File: src/rtl/muldiv_pkg.sv
// Shared encodings and constants for the EX-stage iterative multiply/divide unit.
package muldiv_pkg;

   localparam logic [1:0] OP_MULT  = 2'b00;
   localparam logic [1:0] OP_MULTU = 2'b01;
   localparam logic [1:0] OP_DIV   = 2'b10;
   localparam logic [1:0] OP_DIVU  = 2'b11;

   typedef enum logic [1:0] {
      ST_IDLE = 2'd0,
      ST_RUN  = 2'd1,
      ST_FIX  = 2'd2,
      ST_DONE = 2'd3
   } state_t;

   localparam int MULDIV_ITERS = 32;

   // Quotient reported when the divisor is zero.
   localparam logic [MULDIV_ITERS-1:0] DIV0_QUOTIENT = '1;

   function automatic logic op_is_signed(input logic [1:0] op);
      return (op == OP_MULT) || (op == OP_DIV);
   endfunction

   function automatic logic op_is_div(input logic [1:0] op);
      return (op == OP_DIV) || (op == OP_DIVU);
   endfunction

endpackage

File: src/rtl/muldiv_step.sv
// One iteration of the shift-add multiplier / restoring divider (purely combinational).
module muldiv_step
   import muldiv_pkg::*;
#(
   parameter int WIDTH = MULDIV_ITERS
) (
   input  logic               is_div_i,
   input  logic [2*WIDTH-1:0] acc_i,
   input  logic [WIDTH-1:0]   a_i,
   input  logic [WIDTH-1:0]   b_i,
   output logic [2*WIDTH-1:0] acc_o,
   output logic [WIDTH-1:0]   a_o,
   output logic [WIDTH-1:0]   b_o
);

   logic [WIDTH:0]   sum;
   logic [WIDTH:0]   addend;
   logic [WIDTH:0]   rem_sh;
   logic [WIDTH:0]   diff;
   logic [WIDTH-1:0] new_rem;
   logic             no_borrow;

   always_comb begin
      addend    = b_i[0] ? {1'b0, a_i} : '0;
      sum       = {1'b0, acc_i[2*WIDTH-1:WIDTH]} + addend;
      // Dividend bits enter the remainder from the MSB of the shifting dividend register.
      rem_sh    = {acc_i[2*WIDTH-1:WIDTH], a_i[WIDTH-1]};
      diff      = rem_sh - {1'b0, b_i};
      // A set top bit of the shifted remainder means it already exceeds any divisor.
      no_borrow = rem_sh[WIDTH] | ~diff[WIDTH];
      new_rem   = no_borrow ? diff[WIDTH-1:0] : rem_sh[WIDTH-1:0];

      if (is_div_i) begin
         acc_o = {new_rem, acc_i[WIDTH-2:0], no_borrow};
         a_o   = {a_i[WIDTH-2:0], 1'b0};
         b_o   = b_i;
      end else begin
         acc_o = {sum, acc_i[WIDTH-1:1]};
         a_o   = a_i;
         b_o   = {1'b0, b_i[WIDTH-1:1]};
      end
   end

endmodule

File: src/rtl/ex_muldiv_unit.sv
// EX-stage iterative MULT/MULTU/DIV/DIVU engine: stalls the front end for the
// whole operation and writes the HI/LO pair once the result is sign-corrected.
module ex_muldiv_unit
   import muldiv_pkg::*;
#(
   parameter int WIDTH = MULDIV_ITERS
) (
   input  logic             clk,
   input  logic             rst,
   input  logic             start,
   input  logic [1:0]       op,
   input  logic [WIDTH-1:0] rs_val,
   input  logic [WIDTH-1:0] rt_val,
   output logic             stall,
   output logic             busy,
   output logic             done,
   output logic [WIDTH-1:0] hi,
   output logic [WIDTH-1:0] lo
);

   localparam int              CW       = $clog2(WIDTH);
   localparam logic [CW-1:0]   CNT_LAST = CW'(WIDTH - 1);

   state_t             state_q, state_d;
   logic [CW-1:0]      cnt_q;
   logic [2*WIDTH-1:0] acc_q, acc_step;
   logic [WIDTH-1:0]   a_q, a_step, b_q, b_step;
   logic [WIDTH-1:0]   rs_raw_q, hi_q, lo_q, hi_d, lo_d;
   logic               is_div_q, neg_q, rem_neg_q, dbz_q;

   logic               sgn;
   logic [WIDTH-1:0]   rs_mag, rt_mag;
   logic [2*WIDTH-1:0] prod;
   logic [WIDTH-1:0]   quo, rem;

   assign sgn    = op_is_signed(op);
   assign rs_mag = (sgn && rs_val[WIDTH-1]) ? -rs_val : rs_val;
   assign rt_mag = (sgn && rt_val[WIDTH-1]) ? -rt_val : rt_val;

   muldiv_step #(.WIDTH(WIDTH)) u_step (
      .is_div_i (is_div_q),
      .acc_i    (acc_q),
      .a_i      (a_q),
      .b_i      (b_q),
      .acc_o    (acc_step),
      .a_o      (a_step),
      .b_o      (b_step)
   );

   always_comb begin
      state_d = state_q;
      case (state_q)
         ST_IDLE: if (start) state_d = ST_RUN;
         ST_RUN:  if (cnt_q == CNT_LAST) state_d = ST_FIX;
         ST_FIX:  state_d = ST_DONE;
         ST_DONE: state_d = ST_IDLE;
         default: state_d = ST_IDLE;
      endcase
   end

   // Sign correction; the overflow case falls out naturally (-0x80000000 wraps to itself).
   always_comb begin
      prod = neg_q ? -acc_q : acc_q;
      quo  = acc_q[WIDTH-1:0];
      rem  = acc_q[2*WIDTH-1:WIDTH];
      hi_d = prod[2*WIDTH-1:WIDTH];
      lo_d = prod[WIDTH-1:0];
      if (is_div_q) begin
         if (dbz_q) begin
            hi_d = rs_raw_q;
            lo_d = DIV0_QUOTIENT;
         end else begin
            hi_d = rem_neg_q ? -rem : rem;
            lo_d = neg_q ? -quo : quo;
         end
      end
   end

   always_ff @(posedge clk or posedge rst) begin
      if (rst) begin
         state_q   <= ST_IDLE;
         cnt_q     <= '0;
         acc_q     <= '0;
         a_q       <= '0;
         b_q       <= '0;
         rs_raw_q  <= '0;
         is_div_q  <= 1'b0;
         neg_q     <= 1'b0;
         rem_neg_q <= 1'b0;
         dbz_q     <= 1'b0;
         hi_q      <= '0;
         lo_q      <= '0;
      end else begin
         state_q <= state_d;
         case (state_q)
            ST_IDLE: begin
               if (start) begin
                  acc_q     <= '0;
                  cnt_q     <= '0;
                  a_q       <= rs_mag;
                  b_q       <= rt_mag;
                  rs_raw_q  <= rs_val;
                  is_div_q  <= op_is_div(op);
                  neg_q     <= sgn && (rs_val[WIDTH-1] ^ rt_val[WIDTH-1]);
                  rem_neg_q <= sgn && rs_val[WIDTH-1];
                  dbz_q     <= op_is_div(op) && (rt_val == '0);
               end
            end
            ST_RUN: begin
               acc_q <= acc_step;
               a_q   <= a_step;
               b_q   <= b_step;
               cnt_q <= cnt_q + CW'(1);
            end
            ST_FIX: begin
               hi_q <= hi_d;
               lo_q <= lo_d;
            end
            default: ;
         endcase
      end
   end

   assign stall = ((state_q == ST_IDLE) && start) || (state_q == ST_RUN) || (state_q == ST_FIX);
   assign busy  = (state_q == ST_RUN) || (state_q == ST_FIX);
   assign done  = (state_q == ST_DONE);
   assign hi    = hi_q;
   assign lo    = lo_q;

endmodule

File: config.mk
export PLATFORM = sky130hd
export DESIGN_NAME = ex_muldiv_unit
export DESIGN_NICKNAME = d
export VERILOG_FILES = /design/src/rtl/muldiv_pkg.sv /design/src/rtl/muldiv_step.sv /design/src/rtl/ex_muldiv_unit.sv
export SDC_FILE = /design/constraint.sdc
export NUM_CORES = 1
export LEC_CHECK = 0
export ABC_CLOCK_PERIOD_IN_PS = 7680
export CAP_MARGIN = 5
export CORE_MARGIN = 2
export CORE_UTILIZATION = 54
export DETAILED_ROUTE_END_ITERATION = 10
export GPL_TIMING_DRIVEN = 0
export PLACE_DENSITY = 0.81
export RECOVER_POWER = 50
export SETUP_SLACK_MARGIN = 0.02
export SYNTH_ARGS = -nofsm -noshare
export SYNTH_HDL_FRONTEND = slang
export SYNTH_SLANG_ARGS = --single-unit
File: constraint.sdc
create_clock -name clk -period 7.68 [get_ports clk]
set_input_delay 1.152 -clock clk [delete_from_list [all_inputs] [get_ports clk]]
set_output_delay 1.152 -clock clk [all_outputs]
set_load 0.03 [all_outputs]
# ---- Word level (Yosys, flattened, before mapping)
# Index checks and enable logic that the tools add are counted.
dict set report totals {
  reg_bits 235
  in_bits 69
  out_inout_bits 67
  elab_cells 77
}
dict set report classes {
  n_addsub 8
  n_eq_ne 10
  muxes 25
  bitwise 3
  n_reduce_logical 19
}
# operator n
set op_table {}
lappend op_table {{2-to-1 mux 32 bit} 14}
lappend op_table {{2-to-1 mux 64 bit} 3}
lappend op_table {{negator 32 bit} 4}
lappend op_table {{case mux 32 bit (2 select lines)} 2}
lappend op_table {{case mux 64 bit (2 select lines)} 1}
lappend op_table {{negator 64 bit} 1}
lappend op_table {{adder 32 x 33 -> 33 bit} 1}
lappend op_table {{subtractor 33 x 32 -> 33 bit} 1}
lappend op_table {{logical NOT 32 bit} 1}
lappend op_table {{case mux 5 bit (2 select lines)} 1}
lappend op_table {{== test 2 bit (second input constant)} 4}
lappend op_table {{inequality test 2 bit (second input constant)} 4}
lappend op_table {{case mux 2 bit (4 select lines)} 1}
lappend op_table {{AND reduction 2 bit} 3}
lappend op_table {{AND reduction 3 bit} 2}
lappend op_table {{adder 5 x 1 -> 5 bit (second input constant)} 1}
lappend op_table {{== test 5 bit (second input constant)} 1}
lappend op_table {{logical AND 1 bit} 5}
lappend op_table {{logical OR 1 bit} 5}
lappend op_table {{2-to-1 mux 5 bit} 1}
lappend op_table {{logical NOT 2 bit} 2}
lappend op_table {{2-to-1 mux 2 bit} 2}
lappend op_table {{== test 2 x 1 -> 1 bit (second input constant)} 1}
lappend op_table {{nonzero test 2 bit} 1}
lappend op_table {{other kinds (3)} 3}

# ---- Longest topological paths before layout
# Gate-level depths: netlist of the first run.
dict set report depth {
  depth_word 6
  depth_mapped 14
  mapped_depth_nobuf 13
}

# ---- By module
# A second synthesis of the first run with hierarchy kept.
dict set report unflattened {
  cells_unflattened 2221
  hier_area_um2 18500.2
}
# mod n_inst cells_each area_per_inst_um2 seq_area_each_um2
set modules_own_cells {}
lappend modules_own_cells {ex_muldiv_unit 1 1459 13300.3 5880.6}
lappend modules_own_cells {muldiv_step 1 762 5200.0 0.0}

# ---- Least setup slack after synthesis of the first run
# Ideal clock, no wire load.
dict set report synth_timing {
  path_type {input -> register}
  startpoint {input rs_val[0]}
  endpoint {register a_q[30]}
  setup_ns 0.126
  t_arrival_ns 3.511
  t_required_ns 7.554
  setup_slack_ns 4.044
  path_stages 9
  n_path_buf 0
  cell_sequence {inv_1 -> ha_1 -> or3b_2 -> or4_1 -> nand3b_1 -> or3_1 -> o41ai_2 -> xnor2_1 -> a221o_1}
}
dict set report synth_via {
  elab_chain_len 4
}
# item line
set synth_lines {}
lappend synth_lines {{start, declared} ex_muldiv_unit.sv:12} ;# input logic [WIDTH-1:0] rs_val,
lappend synth_lines {{negator 32 bit} ex_muldiv_unit.sv:37} ;# assign rs_mag = (sgn && rs_val[WIDTH-1]) ? -rs_val : rs_val;
lappend synth_lines {{2-to-1 mux 32 bit} ex_muldiv_unit.sv:37}
lappend synth_lines {{2-to-1 mux 32 bit} ex_muldiv_unit.sv:97} ;# if (start) begin
lappend synth_lines {{case mux 32 bit (2 select lines)} ex_muldiv_unit.sv:95} ;# case (state_q)
lappend synth_lines {{end signal, assigned} ex_muldiv_unit.sv:100} ;# a_q <= rs_mag;
lappend synth_lines {{end signal, assigned} ex_muldiv_unit.sv:111} ;# a_q <= a_step;
lappend synth_lines {{end, declared} ex_muldiv_unit.sv:27} ;# logic [WIDTH-1:0] a_q, a_step, b_q, b_step;
# Every way passes these cells. The select of a mux whose other input is x is not followed.
# A chain may end at the register's enable or synchronous reset.

# ---- Worst setup path after layout of the first run
dict set report layout_timing {
  startpoint {register state_q[1]}
  endpoint {output stall}
}
dict set report layout_via {
  elab_chain_len 4
  word_cells_on_any_way 6
  cone_classes {2 x eq/ne; 4 x reduce/logical}
}
# item line
set layout_lines {}
lappend layout_lines {{start, declared} ex_muldiv_unit.sv:24} ;# state_t state_q, state_d;
lappend layout_lines {{start signal, assigned} ex_muldiv_unit.sv:94} ;# state_q <= state_d;
lappend layout_lines {{logical NOT 2 bit} ex_muldiv_unit.sv:124} ;# assign stall = ((state_q == ST_IDLE) && start) || (state_q == ST_RUN) || (state_q == ST_FIX);
lappend layout_lines {{logical AND 1 bit} ex_muldiv_unit.sv:124}
lappend layout_lines {{logical OR 1 bit} ex_muldiv_unit.sv:124}
lappend layout_lines {{logical OR 1 bit (*)} ex_muldiv_unit.sv:124}
lappend layout_lines {{end, declared} ex_muldiv_unit.sv:14} ;# output logic stall,
# Every way passes the cells marked *; elsewhere a longest branch is shown, timed or not.

==> parameters.txt, run 1 <==
Parameter                              Value

Outcome
  Run status    finished with violations
  Failing checks    capacitance limit, slew limit

Cells and area
  Seq. cell area    about 5900 sq um
  Summed area of non-filler cells in the final layout    a little over 20000 sq um
  Net count of the finished layout    2455
  Relative area change from synthesis to final layout    16.2%
  Fraction of layout cells with a size suffix above 1    under 10%
  FILL cells    2868
  Antenna diode count    0
  Area taken by multi-input logic gates    11000 sq um

Critical path
  Startpoint Class    register
  Critical Setup Path Class    register to primary output
  Worst path slowest cell    sky130_fd_sc_hd__clkbuf_1
  Crit-path cells    inv_1, ha_1, clkbuf_1, clkbuf_1, clkbuf_1, nor2_1, nand2_1, clkdlybuf4s50_1
  Largest stage delay, worst path    0.77 ns
  Maximum fanout along the worst path    10
  Critical path depth    8
  Required time reported for the critical path endpoint    6.53 ns
  Reg2reg path depth    13
  Critical path buffer and inverter count    5
  Nature of the critical path endpoint    primary output
  Most common cell on crit path    sky130_fd_sc_hd__clkbuf_1
  Dominant delay contributor by cell family on the critical path    buffers and inverters
  Endpoint arrival time on the critical path    roughly 4.1 ns

Clock network
  H-tree levels    1
  Number of buffers inserted to repair setup after CTS    0
  Skew-Pair Late Insertion Delay    slightly below 0.6 ns
  Number of sinks on the clock net    between 200 and 250
  Number of hold buffers added after CTS    0
  Total clock buffers created by CTS    28
  Clock transition at the registers of the reported paths    around 0.060 ns
  Clock tree from TritonCTS    done
  Cell at the root of the clock tree    sky130_fd_sc_hd__clkbuf_16
  PostCTS Resize Cnt    0
  Clk buf depth    3

Power
  Share of total power in combinational logic    a little under two thirds
  Sw frac    between 50% and 60%
  Internal portion of total power    between 4000 and 5000 uW
  Worst vdd rail ir drop    roughly 0.00024 V
  Tot Pwr    9800 uW
  Total power divided by cell area    approximately 480 nW/um^2
  Static Leak    a little under 0.009 uW
  Switching power summed over all nets    4980 uW
  Clock network power share    between 10% and 20%
  Part of the power in registers    between 20% and 30%

STA
  Number of endpoints with negative hold slack in the final report    0
  Clock period minus final worst setup slack    approximately 5.2 ns
  Max-slew violation count    approximately 110
  Setup repair after global routing missed its margin    false
  Setup TNS Final    0 ns
  Final setup violating endpoints    0
  Final critical-path share of the clock period    between 60 and 70%
  Worst Slack Setup Final    about 2.5 ns
  Worst hold slack    about 0.50 ns
  Clock Skews    approximately 0.030 ns
  F_max    0.191 GHz
  Slew HR    -95.0%
  Worst Max-Slew Pin Slew    2.93 ns

Die
  DIE HEIGHT    ~190 um
  Area of the core region    between 30000 and 40000 sq um
  Die Outline Area    roughly 34000 sq um
  Row cnt    between 60 and 70
  Floorplan die width    approximately 190 um
  Initial cell density of the core    between 50% and 60%
  # IOs    roughly 140

GRT
  GRT Total Usage    between 30% and 40%
  Pin count of the biggest net entering global routing    between 100 and 150
  First-pass GRT wire length    roughly 95000 um
  Antenna violations before repair    1
  Vias in the first global route    ~17k
  GRT Residual Overflow    0

Route
  Via-to-Cell Ratio    about 6.4
  Top metal layer carrying routed signals    met4
  Met1 wire length    around 26000 um
  Violation count after the first detailed-route iteration    ~1.7k
  Routed wire length    between 60000 and 70000 um
  DRC Markers    0
  Met3 wire length    5550 um
  Routed met2 length    between 20000 and 30000 um
  Number of vias in the routed layout    ~18k
  Antenna viol nets, final    0
  Router iterations before antenna repair    8
  Routed wirelength normalized by instance count    22.5 um

Synthesis
  Leading register cell type out of synthesis    sky130_fd_sc_hd__dfrtp_1
  Biggest area contributors in the synthesized netlist    sky130_fd_sc_hd__dfrtp_1, sky130_fd_sc_hd__o21ai_0, sky130_fd_sc_hd__nand2_1
  Average instance area after synthesis    between 8 and 9 sq um
  Synth top area share    between 30% and 40%
  Largest area contributor in the synthesized netlist    sky130_fd_sc_hd__dfrtp_1
  Share of flip-flops with an asynchronous set or reset after synthesis    100%
  Post-synth cell types    88
  Number of flops mapped to enable cells by yosys    0
  Most common cell in the synthesized netlist    sky130_fd_sc_hd__nand2_1
  Sequential-to-total area share from yosys stat    about a third
  Ranking of synthesized cells by instance count    sky130_fd_sc_hd__nand2_1, sky130_fd_sc_hd__dfrtp_1, sky130_fd_sc_hd__o21ai_0
  Net count after synthesis    between 2k and 2.5k
  Gate count after technology mapping    between 2k and 2.5k
  Yosys Warn Count    0
  Synth Register Bits    roughly 240
  Netlist area before placement    about 18000 sq um

Placed design
  Worst setup slack after placement    around 2.9 ns
  Post-place instance area    ~20000 sq um
  Count of port buffers added during placement    between 100 and 150
  Global placement routability congestion    roughly 0.99
  DP HPWL    ~48000 um

Hold path
  Classification of the worst-slack hold path    register to register
  Min-Delay Path Depth    2

Run
  Max-cap viol count    1
[stage by stage]
stage,util [%],std cells
2_1_floorplan,-,2142
3_3_place_gp,60.5,2719
3_5_place_dp,60.7,2720
4_1_cts,63.6,2771
5_1_grt,63.5,2771
6_report,63.5,2771
[final timing paths]
kind / start / end / slack [ns]
max in group asynchronous: rst / b_q[27]$_DFFE_PP0P_ / 3.02
worst min-delay path: hi[19]$_DFFE_PP0P_ / hi[19]$_DFFE_PP0P_ / 0.50
min in group asynchronous: rst / hi[7]$_DFFE_PP0P_ / 1.28
worst max register to register: acc_q[32]$_DFFE_PP0P_ / acc_q[58]$_DFFE_PP0P_ / 2.71
worst min register to register: hi[19]$_DFFE_PP0P_ / hi[19]$_DFFE_PP0P_ / 0.50
worst max-delay path: state_q[1]$_DFFE_PP0P_ / stall / 2.46
[layout by cell type, fill, tap and decap left out, types with 7 or more instances in the layout]
cell,n
sky130_fd_sc_hd__o211ai_1,25
sky130_fd_sc_hd__a22oi_1,11
sky130_fd_sc_hd__a211oi_1,8
sky130_fd_sc_hd__o41ai_1,12
sky130_fd_sc_hd__nor2_1,161
sky130_fd_sc_hd__and3_1,8
sky130_fd_sc_hd__inv_1,76
sky130_fd_sc_hd__o311ai_0,8
sky130_fd_sc_hd__mux2i_1,79
sky130_fd_sc_hd__a32oi_1,7
sky130_fd_sc_hd__or4_1,17
sky130_fd_sc_hd__or3_1,27
sky130_fd_sc_hd__clkdlybuf4s50_1,132
sky130_fd_sc_hd__nand4_1,15
sky130_fd_sc_hd__clkbuf_1,123
sky130_fd_sc_hd__o21bai_1,11
sky130_fd_sc_hd__nand3_1,36
sky130_fd_sc_hd__nand2_1,259
sky130_fd_sc_hd__a31oi_1,22
sky130_fd_sc_hd__clkbuf_16,28
sky130_fd_sc_hd__nand2b_1,30
sky130_fd_sc_hd__o221ai_1,22
sky130_fd_sc_hd__xor2_1,99
sky130_fd_sc_hd__nor2b_1,16
sky130_fd_sc_hd__a21o_1,29
sky130_fd_sc_hd__dfrtp_1,235
sky130_fd_sc_hd__ha_1,76
sky130_fd_sc_hd__o21ai_0,209
sky130_fd_sc_hd__nor3_1,40
sky130_fd_sc_hd__xnor2_1,77
sky130_fd_sc_hd__and2_1,33
sky130_fd_sc_hd__buf_1,9
sky130_fd_sc_hd__nor4_1,12
sky130_fd_sc_hd__o31ai_1,56
sky130_fd_sc_hd__o21a_1,10
sky130_fd_sc_hd__a21oi_1,143
sky130_fd_sc_hd__mux2_2,36
sky130_fd_sc_hd__buf_2,9
sky130_fd_sc_hd__clkinv_2,8
[kinds of logic (layout without fill, tap and decap cells)]
family | Yosys count | after routing | synth area share, %
buffers and inverters | 220 | 407 | 4.91
muxes | 115 | 115 | 6.74
DFF | 235 | 235 | 33.1
xor gates and xnor gates | 176 | 176 | 8.69
and+or+nand+nor | 684 | 684 | 18.3
AOI/OAI and AO/OA | 634 | 634 | 22.6
adders and majority gates | 78 | 78 | 5.58
[power by group through the flow]
stage          clock network [uW]  logic, uW  registers [uW]
5_1_grt                      1470       6740            2190
3_5_place_dp                    0       6080            2160
3_3_place_gp                    0       5970            2140
4_1_cts                      1410       6120            2140
6_report                     1410       6250            2150
2_1_floorplan                   0       3920            2330
[sequential cells by signal, summed over array words and instances, names as in the netlist]
name / flops
a_q: 32
state_q: 2
neg_q: 1
is_div_q: 1
dbz_q: 1
cnt_q: 5
acc_q: 64
lo: 32
rs_raw_q: 32
hi: 32
rem_neg_q: 1
b_q: 32
[cell type report]
cell class              instances  area share, %
plain buffers                 142           2.81
clock buffers                  38           3.77
clock inverters                13          0.856
inverters                      78           1.46
multi-input cells            1687           53.3
flip-flops and latches        235           28.5
well taps                     442           2.68
repair buffers                136           6.58
[metal layers]
metal,vias to the layer above,track usage (%)
met5,-,0
met4,0,16.4
met3,162,5.15
met2,838,56.3
met1,8591,49.6
li1,8025,-
[tightest hold or removal path: stages, from the launching register on]
cell and delay (ns):
sky130_fd_sc_hd__dfrtp_1 0.34, sky130_fd_sc_hd__nand2b_1 0.06, sky130_fd_sc_hd__o221ai_1 0.06
Power figures use the tool's default switching activity.
==> inputs of run 2 (changes only) <==
Settings changed: ABC_CLOCK_PERIOD_IN_PS 7680 to 4200.
Clock period 7.68 ns to 4.2 ns, I/O delays scaled along.
==> run 2 against run 1 <==
The flow still finishes with violations (capacitance limit, slew limit). Die area unchanged. First-iteration DRC count increased by 6.9%. Critical path depth rose by 2. Combinational power increased by 84%. Utilization increased by 0.19 points. Global-route usage up 0.078 points. Critical path type is now register to register. Highest routed layer unchanged.
==> parameters.txt, run 2 (same netlist as run 1, synthesis figures left out) <==
Parameter                              Value

Outcome
  Run status    finished with violations
  Failing checks    capacitance limit, slew limit

Route
  DRC Markers    0 (unchanged)
  Routed wire length    62400 um (+0.25%)
  Antenna viol nets, final    0 (unchanged)
  Routed wirelength normalized by instance count    22.5 um (+0.14%)
  Via-to-Cell Ratio    6.34 (-0.21%)
  Number of vias in the routed layout    17.6k (-0.10%)
  Router iterations before antenna repair    5 (-3)
  Violation count after the first detailed-route iteration    1861 (+6.9%)

Die
  Die Outline Area    34300 sq um (unchanged)
  Row cnt    66 (unchanged)
  DIE HEIGHT    185 um (unchanged)
  Area of the core region    32500 sq um (unchanged)
  Floorplan die width    185 um (unchanged)
  Initial cell density of the core    54.7% (unchanged)
  # IOs    136 (unchanged)

Power
  Total power divided by cell area    867 nW/um^2 (+82%)
  Static Leak    0.00873 uW (+0.38%)
  Tot Pwr    17900 uW (+83%)
  Worst vdd rail ir drop    0.000501 V (+100%)

Critical path
  Maximum fanout along the worst path    10 (unchanged)
  Endpoint arrival time on the critical path    4.45 ns (+0.38 ns)
  Worst path slowest cell    sky130_fd_sc_hd__clkbuf_1
  Required time reported for the critical path endpoint    4.64 ns (-1.89 ns)
  Startpoint Class    register
  Most common cell on crit path    sky130_fd_sc_hd__clkbuf_1
  Largest stage delay, worst path    0.65 ns (-0.12 ns)
  Crit-path cells    inv_1, ha_1, clkbuf_1, clkinv_1, o21ai_0, clkbuf_1, and3_1, clkbuf_1, o211ai_1, o311ai_1
  Nature of the critical path endpoint    register
  Critical Setup Path Class    register to register

STA
  Worst Max-Slew Pin Slew    2.40 ns (-0.523 ns)
  Worst hold slack    0.496 ns (-0.00329 ns)
  Clock period minus final worst setup slack    approximately 4 ns
  Slew HR    -60.2% (+35 points)
  Number of endpoints with negative hold slack in the final report    0 (unchanged)
  F_max    0.249 GHz
  Setup repair after global routing missed its margin    false
  Final critical-path share of the clock period    around 95%
  Clock Skews    0.0344 ns (+0.00437 ns)
  Final setup violating endpoints    0 (unchanged)
  Setup TNS Final    0 ns (unchanged)
  Max-slew violation count    110 (+3.8%)

Clock network
  Clk buf depth    3 (unchanged)
  Number of hold buffers added after CTS    0 (unchanged)
  Skew-Pair Late Insertion Delay    0.58 ns (about the same)
  Clock tree from TritonCTS    done
  H-tree levels    1 (unchanged)
  Number of sinks on the clock net    235 (unchanged)
  Total clock buffers created by CTS    28 (unchanged)
  Clock transition at the registers of the reported paths    0.06 ns (about the same)
  Cell at the root of the clock tree    sky130_fd_sc_hd__clkbuf_16

Placed design
  Post-place instance area    19800 sq um (+0.45%)
  DP HPWL    48500 um (+0.95%)
  Count of port buffers added during placement    135 (unchanged)
  DP Cell Count    2725 (+0.18%)
  Global placement routability congestion    0.970 (-1.7%)

Cells and area
  Net count of the finished layout    2461 (+0.24%)
  Most used cells in the layout excluding fill and tap cells    sky130_fd_sc_hd__nand2_1, sky130_fd_sc_hd__dfrtp_1, sky130_fd_sc_hd__o21ai_0
  Register with the most flip-flops    acc_q
  Summed area of non-filler cells in the final layout    20700 sq um (+0.29%)
  Max FFs per register    64 (unchanged)
  Most common cell after layout, fill and taps aside    sky130_fd_sc_hd__nand2_1
  Relative area change from synthesis to final layout    16.5%
  Antenna diode count    0 (unchanged)
  Fraction of layout cells with a size suffix above 1    5.70% (+0.34 points)
  Final std cells w/o fill    2774 (+0.11%)

Hold path
  Classification of the worst-slack hold path    register to register

GRT
  Antenna violations before repair    0 (-1)
  GRT Total Usage    36.2% (+0.078 points)
  First-pass GRT wire length    94800 um (about the same)
  Vias in the first global route    16.6k (+0.37%)
  GRT Residual Overflow    0 (unchanged)
  Pin count of the biggest net entering global routing    41 (-69%)

Run
  Max-cap viol count    3 (+2)
[run 2: changes by cell type in the layout (fill, tap and decap cells not counted), sizes merged]
cell,delta
clkinv,-4
bufinv,-2
dlygate4sd3,+23
clkdlybuf4s50,-23
inv,-1
clkbuf,+5
clkinvlp,+2
buf,+3
[run 2: layout make-up]
type                            count  area, sq um
Clock inverter                      8          104
Inverter                           78          294
Clock buffer                       40          806
Multi-Input combinational cell   1687        11000
Sequential cell                   235         5880
Buffer                            141          582
Timing Repair Buffer              143         1440
Fill cell                        2825        11800
Tap cell                          442          553
[run 2: per-stage QoR]
step	setup slack [ns]	util, %
finish	0.191	63.7
global route	0.0509	63.7
CTS	0.0367	63.8
detailed placement	-0.566	60.9
global placement	-1.28	60.6
floorplan	0.492	-
[run 2: worst paths after layout]
| check | start | endpoint | slack (ns) | cells after the start |
|---|---|---|---|---|
| min in group asynchronous | rst | acc_q[8]$_DFFE_PP0P_ | 0.80 | 2 |
| hold / removal | hi[27]$_DFFE_PP0P_ | hi[27]$_DFFE_PP0P_ | 0.50 | 2 |
| max in group asynchronous | rst | a_q[26]$_DFFE_PP0P_ | 0.56 | 3 |
| setup reg to reg | state_q[1]$_DFFE_PP0P_ | acc_q[45]$_DFFE_PP0P_ | 0.19 | 10 |
| hold reg to reg | hi[27]$_DFFE_PP0P_ | hi[27]$_DFFE_PP0P_ | 0.50 | 2 |
| setup / recovery | state_q[1]$_DFFE_PP0P_ | acc_q[45]$_DFFE_PP0P_ | 0.19 | 10 |
[run 2: timing repair]
item / CTS / global route
pin swaps: 0 / 1
setup buffers: 0 / 2
setup endpoints to repair: 34 / 17
gates cloned: 0 / 0
resized for setup: 6 / 5
[run 2: metal layers]
metal  up-vias  track usage, %  routed length [um]
met5         -               0                   0
li1       8024               -                   -
met2       871            56.4               28000
met3       155            5.68                5250
met1      8548            49.7               26300
met4         0            15.6                2840
[run 2: power breakdown]
part	switching [uW]	internal (uW)	total [uW]
registers	736	3190	3930
clock network	1020	1440	2470
logic	7430	4110	11500
[run 2: worst max-delay path: cells and delay by family, from the launching register on]
kind	cells	cell delay (ns)
flops	1	0.41
compound gates	3	0.73
fa+ha+maj	1	0.16
buf+inv	5	2.20
simple gates	1	0.37
